===== config.mk =====
export PLATFORM = sky130hd
export DESIGN_NAME = sram_stream_packer
export DESIGN_NICKNAME = d
export VERILOG_FILES = /design/src/rtl/sram_stream_pkg.sv /design/src/rtl/sram_pack_shreg.sv /design/src/rtl/sram_stream_packer.sv
export SDC_FILE = /design/constraint.sdc
export NUM_CORES = 1
export LEC_CHECK = 0
export CORE_MARGIN = 3
export CORE_UTILIZATION = 35
export DETAILED_ROUTE_END_ITERATION = 8
export PLACE_DENSITY = 0.71
export SLEW_MARGIN = 0
export SYNTH_ARGS = -nofsm -noshare
export SYNTH_HDL_FRONTEND = slang
export SYNTH_HIERARCHICAL = 1
export SYNTH_SLANG_ARGS = --single-unit

===== constraint.sdc =====
create_clock -name CLK -period 1.65 [get_ports CLK]
set_input_delay 0.165 -clock CLK [delete_from_list [all_inputs] [get_ports CLK]]
set_output_delay 0.165 -clock CLK [all_outputs]
set_load 0.01 [all_outputs]

===== src/rtl/sram_stream_pkg.sv =====
// ============================================================================
// Module  : sram_stream_pkg
// Purpose : Shared state encoding and default widths for the SRAM stream packer
// Revision: 1.0 - initial release
// ============================================================================
`default_nettype none

package sram_stream_pkg;

    localparam int c_DATA_W = 32;
    localparam int c_ADDR_W = 19;

    typedef enum logic [1:0] {
        IDLE  = 2'd0,
        FILL  = 2'd1,
        WRITE = 2'd2,
        DONE  = 2'd3
    } state_t;

endpackage

`default_nettype wire


===== src/rtl/sram_pack_shreg.sv =====
// ============================================================================
// Module  : sram_pack_shreg
// Purpose : Shift/pack register; the first word shifted in lands in the MSBs
// Revision: 1.0 - initial release
// ============================================================================
`default_nettype none

module sram_pack_shreg
    import sram_stream_pkg::*;
#(
    parameter int DATA_W = c_DATA_W,
    parameter int PACK   = 4
) (
    input  logic                     CLK,
    input  logic                     clr,
    input  logic                     shift_en,
    input  logic [DATA_W-1:0]        in_data,
    output logic [DATA_W*PACK-1:0]   pack,
    output logic                     last
);

    localparam int c_SRAM_W = DATA_W * PACK;
    localparam int c_SEL_W  = (PACK > 1) ? $clog2(PACK) : 1;
    localparam logic [c_SEL_W-1:0] c_SEL_MAX = c_SEL_W'(PACK - 1);

    logic [c_SEL_W-1:0]  r_sel;
    logic [c_SRAM_W-1:0] r_pack;
    logic [c_SRAM_W-1:0] w_shifted;

    generate
        if (PACK == 1) begin : g_single
            assign w_shifted = in_data;
        end else begin : g_multi
            assign w_shifted = {r_pack[c_SRAM_W-DATA_W-1:0], in_data};
        end
    endgenerate

    always_ff @(posedge CLK) begin
        if (clr) begin
            r_sel  <= '0;
            r_pack <= '0;
        end else if (shift_en) begin
            r_pack <= w_shifted;
            r_sel  <= (r_sel == c_SEL_MAX) ? '0 : r_sel + c_SEL_W'(1);
        end
    end

    assign pack = r_pack;
    assign last = (r_sel == c_SEL_MAX);

endmodule

`default_nettype wire


===== src/rtl/sram_stream_packer.sv =====
// ============================================================================
// Module  : sram_stream_packer
// Purpose : Packs PACK narrow stream words per SRAM word and writes them out
//           at auto-incrementing addresses for a programmed word count
// Revision: 1.0 - initial release
// ============================================================================
`default_nettype none

module sram_stream_packer
    import sram_stream_pkg::*;
#(
    parameter int DATA_W = c_DATA_W,
    parameter int PACK   = 4,
    parameter int ADDR_W = c_ADDR_W,
    parameter int CNT_W  = 20
) (
    input  logic                     CLK,
    input  logic                     RSTn,
    input  logic                     enable,
    input  logic                     start,
    input  logic [ADDR_W-1:0]        base_addr,
    input  logic [CNT_W-1:0]         word_cnt,
    input  logic                     in_valid,
    input  logic [DATA_W-1:0]        in_data,
    output logic                     in_ready,
    output logic [ADDR_W-1:0]        SRAM_ADDR_Stream,
    output logic [DATA_W*PACK-1:0]   SRAM_DATA_IN_Stream,
    output logic                     SRAM_WE,
    output logic                     busy,
    output logic                     done
);

    localparam int SRAM_W = DATA_W * PACK;

    state_t             r_state;
    state_t             w_state_nxt;
    logic               w_clr;
    logic               w_hs;
    logic               w_last;
    logic [SRAM_W-1:0]  w_pack;
    logic [ADDR_W-1:0]  r_addr;
    logic [ADDR_W-1:0]  r_addr_hold;
    logic [CNT_W-1:0]   r_remain;
    logic [SRAM_W-1:0]  r_data_hold;

    assign w_clr = !RSTn || !enable;
    assign w_hs  = (r_state == FILL) && in_valid;

    sram_pack_shreg #(
        .DATA_W (DATA_W),
        .PACK   (PACK)
    ) u_shreg (
        .CLK      (CLK),
        .clr      (w_clr),
        .shift_en (w_hs),
        .in_data  (in_data),
        .pack     (w_pack),
        .last     (w_last)
    );

    always_ff @(posedge CLK) begin
        if (w_clr) begin
            r_state <= IDLE;
        end else begin
            r_state <= w_state_nxt;
        end
    end

    always_comb begin
        w_state_nxt = r_state;
        case (r_state)
            IDLE:    if (start) w_state_nxt = (word_cnt == '0) ? DONE : FILL;
            FILL:    if (w_hs && w_last) w_state_nxt = WRITE;
            WRITE:   w_state_nxt = (r_remain == CNT_W'(1)) ? DONE : FILL;
            DONE:    w_state_nxt = IDLE;
            default: w_state_nxt = IDLE;
        endcase
    end

    // Hold registers keep the last written address/data visible outside WRITE.
    always_ff @(posedge CLK) begin
        if (w_clr) begin
            r_addr      <= '0;
            r_remain    <= '0;
            r_addr_hold <= '0;
            r_data_hold <= '0;
        end else begin
            if ((r_state == IDLE) && start) begin
                r_addr   <= base_addr;
                r_remain <= word_cnt;
            end
            if (r_state == WRITE) begin
                r_addr      <= r_addr + ADDR_W'(1);
                r_remain    <= r_remain - CNT_W'(1);
                r_addr_hold <= r_addr;
                r_data_hold <= w_pack;
            end
        end
    end

    assign in_ready            = (r_state == FILL);
    assign SRAM_WE             = (r_state == WRITE);
    assign busy                = (r_state != IDLE);
    assign done                = (r_state == DONE);
    assign SRAM_ADDR_Stream    = SRAM_WE ? r_addr : r_addr_hold;
    assign SRAM_DATA_IN_Stream = SRAM_WE ? w_pack : r_data_hold;

endmodule

`default_nettype wire


# Yosys cells after proc, flatten, opt, wreduce, memory -nomap -nowiden
# Index checks and enable logic that the tools add are counted.
[op_classes] n_addsub=3 n_eq_ne=7 muxes=12 n_reduce_logical=11
[ops] op="2-to-1 mux 128 bit" count=1
[ops] op="2-to-1 mux 19 bit" count=3
[ops] op="2-to-1 mux 20 bit" count=2
[ops] op="equality test 20 x 1 -> 1 bit (second input constant)" count=1
[ops] op="zero test 20 bit" count=1
[ops] op="subtractor 20 x 1 -> 20 bit (second input constant)" count=1
[ops] op="adder 19 x 1 -> 19 bit (second input constant)" count=1
[ops] op="2-to-1 mux 2 bit" count=5
[ops] op="case mux 2 bit (4 select lines)" count=1
[ops] op="equality test 2 bit (second input constant)" count=3
[ops] op="nonzero test 2 bit" count=2
[ops] op="logical AND 1 bit" count=3
[ops] op="adder 2 x 1 -> 2 bit (second input constant)" count=1
[ops] op="equality test 2 x 1 -> 1 bit (second input constant)" count=1
[ops] op="zero test 1 bit" count=2
[ops] op="zero test 2 bit" count=1
[ops] op="!= test 2 x 1 -> 1 bit (second input constant)" count=1
[ops] op="!= test 2 bit (second input constant)" count=1
[ops] op="AND reduction 2 bit" count=1
[ops] op="logical OR 1 bit" count=1
[totals] register_bits=318 inputBits=76 output_inout_bits=151 word_cells=40

# Logic depth before layout (Yosys ltp)
[depth] ltp_word=5 mapped_depth=8 ltp_nobuf=6

# Modules after synthesis
# Netlist, hierarchy kept.
[modules_own_cells] module="sram_stream_packer" n_inst=1 cells_each=1093 area_per_inst_um2=8039.0 seq_area_each_um2=3763.6
[modules_own_cells] module="sram_pack_shreg" n_inst=1 cells_each=421 area_per_inst_um2=4714.5 seq_area_each_um2=2602.5

# Worst setup path after synthesis
# No wires, ideal clock.
[synth_timing] path_kind="flip-flop to flip-flop" from="reg r_state[0]" to="reg u_shreg.r_pack[19] (netlist: u_shreg/pack[19])" arrival_time_ps=1720 slack_ps=-198 path_stages_with_launch=9 path_buffers=4 synth_period_minus_slack_ps=1848 path_cell_list="dfxtp_1 -> clkbuf_1 -> nor2b_1 -> and2_1 -> buf_4 -> buf_12 -> buf_12 -> mux2i_1 -> nor2_1"
[synth_via] elab_chain_len=2
[synth_rtl] element="start: declaration" line_no="sram_stream_packer.sv:35" source="state_t r_state;"
[synth_rtl] element="start signal: assignment" line_no="sram_stream_packer.sv:65" source="r_state <= w_state_nxt;"
[synth_rtl] element="equality test 2 x 1 -> 1 bit"
[synth_rtl] element="net in_ready" line_no="sram_stream_packer.sv:25" source="output logic in_ready,"
[synth_rtl] element="logical AND 1 bit" line_no="sram_stream_packer.sv:47" source="assign w_hs = (r_state == FILL) && in_valid;"
[synth_rtl] element="net w_hs" line_no="sram_stream_packer.sv:38" source="logic w_hs;"
[synth_rtl] element="end signal: assignment" line_no="sram_pack_shreg.sv:43" source="r_pack <= w_shifted;"
[synth_rtl] element="end: declaration" line_no="sram_pack_shreg.sv:27" source="logic [c_SRAM_W-1:0] r_pack;"
# The timed path passes the listed nets, and every way through them passes these cells.
# A chain may end at the register's enable or synchronous reset.

# Final worst setup path
[layout_timing] from="reg r_state[0]" to="out SRAM_DATA_IN_Stream[70]"
[layout_via] elab_chain_len=2
[layout_rtl] element="equality test 2 bit" line_no="sram_stream_packer.sv:102" source="assign SRAM_WE = (r_state == WRITE);"
[layout_rtl] element="2-to-1 mux 128 bit"
[layout_rtl] element="end: declaration" line_no="sram_stream_packer.sv:27" source="output logic [DATA_W*PACK-1:0] SRAM_DATA_IN_Stream,"
# Every way passes these cells.

==> results by group <==
Setup path
  – Worst path bufs/invs: 4
  – Max incr delay on CP: between 0.3 and 0.4 ns
  – CP Data Required Time: about 1.5 ns
  – Crit path DAT: between 1.5 and 2 ns
  – Critical setup path kind: register to output port
  – Slowest stage cell, crit path: dfxtp_2
  – CP max FO: 7
  – Critical path capture point type: output port
  – Crit-path cells: nand2b_4 -> buf_6 -> clkbuf_16 -> clkbuf_16 -> nand2_4 -> nand2_2 -> buf_6
  – CP startpoint kind: register
  – Depth of the worst register-to-register path: 8
  – Critical path startpoint: r_state[0]
  – RR Startpoint: r_state[0]
  – Flop2flop setup slack: -0.18 ns
  – CP top delay family: buffers and inverters
  – FF-to-FF End: r_addr[14]

Power and ir drop
  – Int Pwr: approximately 0.013 W
  – Comb pwr share: 6.7%
  – Seq pwr share: between 40% and 50%
  – Switching portion of total power: about 23%
  – Clk pwr share: about 48%
  – Maximum VDD drop: between 0.0007 and 0.0008 V
  – Switching power: 0.00394 W
  – Lkg Pwr: around 9 nW
  – Pwr Total: 0.0172 W
  – PwrDens: approximately 830 nW/um^2

Placed design
  – Post-detail-place hpwl: 26.5 mm
  – Final GP Congestion: between 0.8 and 0.9
  – DP Area: around 16000 sq um
  – PortBufs: between 200 and 250

Drt
  – Iter 0 DRT Violations: 734
  – First-pass iteration count of the detailed router: 7
  – Final wirelength: between 40 and 50 mm
  – Via density: 5.17
  – DRT antenna net count: 0
  – Vias: 12400
  – Routed WL per cell: approximately 19 um
  – Residual DRC count: 0

STA
  – Post-route setup slack: -0.351 ns
  – Final Hold Fails: 0
  – Fmax: between 400 and 500 MHz
  – Setup violations, final: between 200 and 250
  – RSZ-0062 raised after global routing: true
  – Tmin final: approximately 2.0 ns
  – Period utilization: 121%
  – Slew Limit Fails: 0
  – Worst-margin pin slew: 0.566 ns
  – Worst slew margin: between 60% and 70%
  – Skew final: 0.0129 ns

Min path
  – Min-delay src: base_addr[7]
  – Worst Hold Endpoint: r_addr[7]
  – Worst hold path class: input pin to register
  – Worst Hold Depth: 3

Yosys
  – Post-synth top area cell: dfxtp_1
  – Cell variety after synth: 68
  – Seq cells post-synth: between 300 and 400
  – Asr flop ratio synth: 0%
  – YS warnings: 6
  – Syn Nets: 1594
  – Mapped Area: about 13000 sq um
  – Synth Flop Type: dfxtp_1
  – Post-synth top area share: between 40% and 50%
  – Syn_area_per_cell: 8.42 sq um
  – EDFF count, synth: 0
  – Sequential area share after synthesis: 49.9%
  – Synth Instances: between 1500 and 2000
  – Top post-synthesis cells by area: dfxtp_1 (50%), nand2_1 (14%), mux2i_1 (10%)

CTS
  – Worst-case clock buffer depth: 3
  – CTS Buf Count: 36
  – CTS H-Tree Depth: 2
  – Clk root buf: clkbuf_16
  – Latest clock arrival within the worst-skew pair: between 0.5 and 0.6 ns
  – CTS clk-pin slew, worst paths: approximately 0.06 ns
  – Clk sinks: 318
  – CTS hold repair buffers: 0
  – CTS tree: done

Floorplan
  – I/O pin cnt: 227
  – Rows: 69
  – Die X: between 150 and 200 um
  – Die Ht: between 150 and 200 um
  – Die area: ~39000 sq um
  – Starting Density: 35.7%
  – Core area: 35700 sq um

Finish
  – NumNets Final: about 2000
  – Area delta synth->final: 63.1%
  – Final Cell Area: around 21000 sq um
  – Ratio of cells with drive above 1 in the final layout: a little over two fifths
  – Ant. Diodes: 0
  – Leading cell type in the layout, fill and taps excluded: dfxtp_1
  – Most frequent cells in the layout: dfxtp_1 (316), nand2_2 (184), a21oi_1 (162), nor2_1 (156), nand2_1 (152)
  – Final core occ: 58.2%

Global routing
  – Global-route wire length before repair: 60.3 mm
  – Gr usage total: a little under a fifth
  – Overflow after GRT: 0
  – Vias in the first global route: about 11000
  – Antenna violations before repair: 0
  – Largest net degree at the start of global routing: between 100 and 150

Run status
  – Failing checks: setup timing
  – Status: complete, but fails checks

Flow run
  – Max-Cap Viols: 0
worst max path at each step:
stage                               to  slack, ns  depth (start not counted)
6_report       SRAM_DATA_IN_Stream[70]      -0.35                          7
5_1_grt        SRAM_DATA_IN_Stream[40]      -0.40                          7
4_1_cts        SRAM_DATA_IN_Stream[85]      -0.71                          6
3_5_place_dp                r_state[1]      -0.25                          7
3_3_place_gp                r_state[1]      -0.26                          8
2_1_floorplan         u_shreg/pack[19]       0.03                          8
Yosys cell counts, drive strengths merged, types with 3 or more instances:
| cell type | instances |
|---|---|
| a221oi | 8 |
| nand2b | 4 |
| o211ai | 6 |
| nand4 | 9 |
| a22oi | 4 |
| inv | 3 |
| nor3b | 3 |
| a311oi | 6 |
| mux2i | 133 |
| nand3 | 17 |
| and2 | 5 |
| nor2 | 161 |
| ha | 4 |
| nand2 | 476 |
| a211oi | 9 |
| dfxtp | 318 |
| nor4 | 9 |
| clkbuf | 33 |
| a21oi | 163 |
| and3 | 9 |
| xor2 | 3 |
| o22ai | 3 |
| a31oi | 4 |
| nor3 | 14 |
| buf | 65 |
| o21ai | 14 |
| nand3b | 3 |
stage by stage:
stage | hold WS, ns | setup slack (ns) | TNS (ns) | instances
3_3_place_gp | 0.450 | -0.264 | -23.68 | 2259
3_5_place_dp | 0.456 | -0.254 | -24.46 | 2259
6_report | 0.250 | -0.351 | -43.23 | 2398
2_1_floorplan | 0.301 | 0.0340 | 0 | 1514
5_1_grt | 0.235 | -0.399 | -60.79 | 2398
4_1_cts | 0.212 | -0.713 | -69.28 | 2332
layout make-up:
cell class | count | area (sq um)
inverter | 4 | 35.0
clock buffer | 52 | 1050
timing repair buffer | 457 | 5120
sequential | 318 | 6370
fill | 2832 | 14900
clock inverter | 12 | 170
tap | 461 | 577
multi-input combinational | 1094 | 7470
layer usage:
metal	up-vias	GRT usage, %	routed length [um]
li1	5894	-	-
met1	5951	26.5	19200
met2	450	30.2	21700
met3	92	4.03	3060
met4	0	4.59	1270
met5	-	0	0
tightest hold or removal path: stages:
cell	delay, ns
clkdlybuf4s50_1	0.42
nand2_1	0.07
a311oi_1	0.07
what timing repair did:
| action | CTS | global route |
|---|---|---|
| gates resized for setup | 374 | 926 |
| setup buffers | 7 | 37 |
| pin swaps | 0 | 165 |
| setup endpoints to repair | 168 | 273 |
| gates cloned | 2 | 32 |
power groups by stage:
stage	registers [W]	clock network (W)	logic, W
floorplan	0.00793	0	0.000519
global placement	0.00793	0	0.000960
detailed placement	0.00794	0	0.000969
CTS	0.00777	0.00836	0.000989
global route	0.00778	0.00869	0.00122
finish	0.00777	0.00824	0.00115
flip-flops by register name, indices dropped and copies added, names as in the netlist:
name	cells
r_remain	20
u_shreg/r_sel	2
r_state	2
u_shreg/pack	128
r_addr	19
r_data_hold	128
r_addr_hold	19
cells by family (layout without fill, tap and decap cells):
group / Yosys count / count (layout) / share of synthesized area [%]
compound gates: 232 / 232 / 10.5
xor+xnor: 4 / 4 / 0.275
fa+ha+maj: 4 / 4 / 0.392
mux: 134 / 134 / 10.5
flops: 318 / 318 / 49.9
simple gates: 720 / 720 / 23.4
buf+inv: 102 / 525 / 5.00
Power figures use the tool's default switching activity.
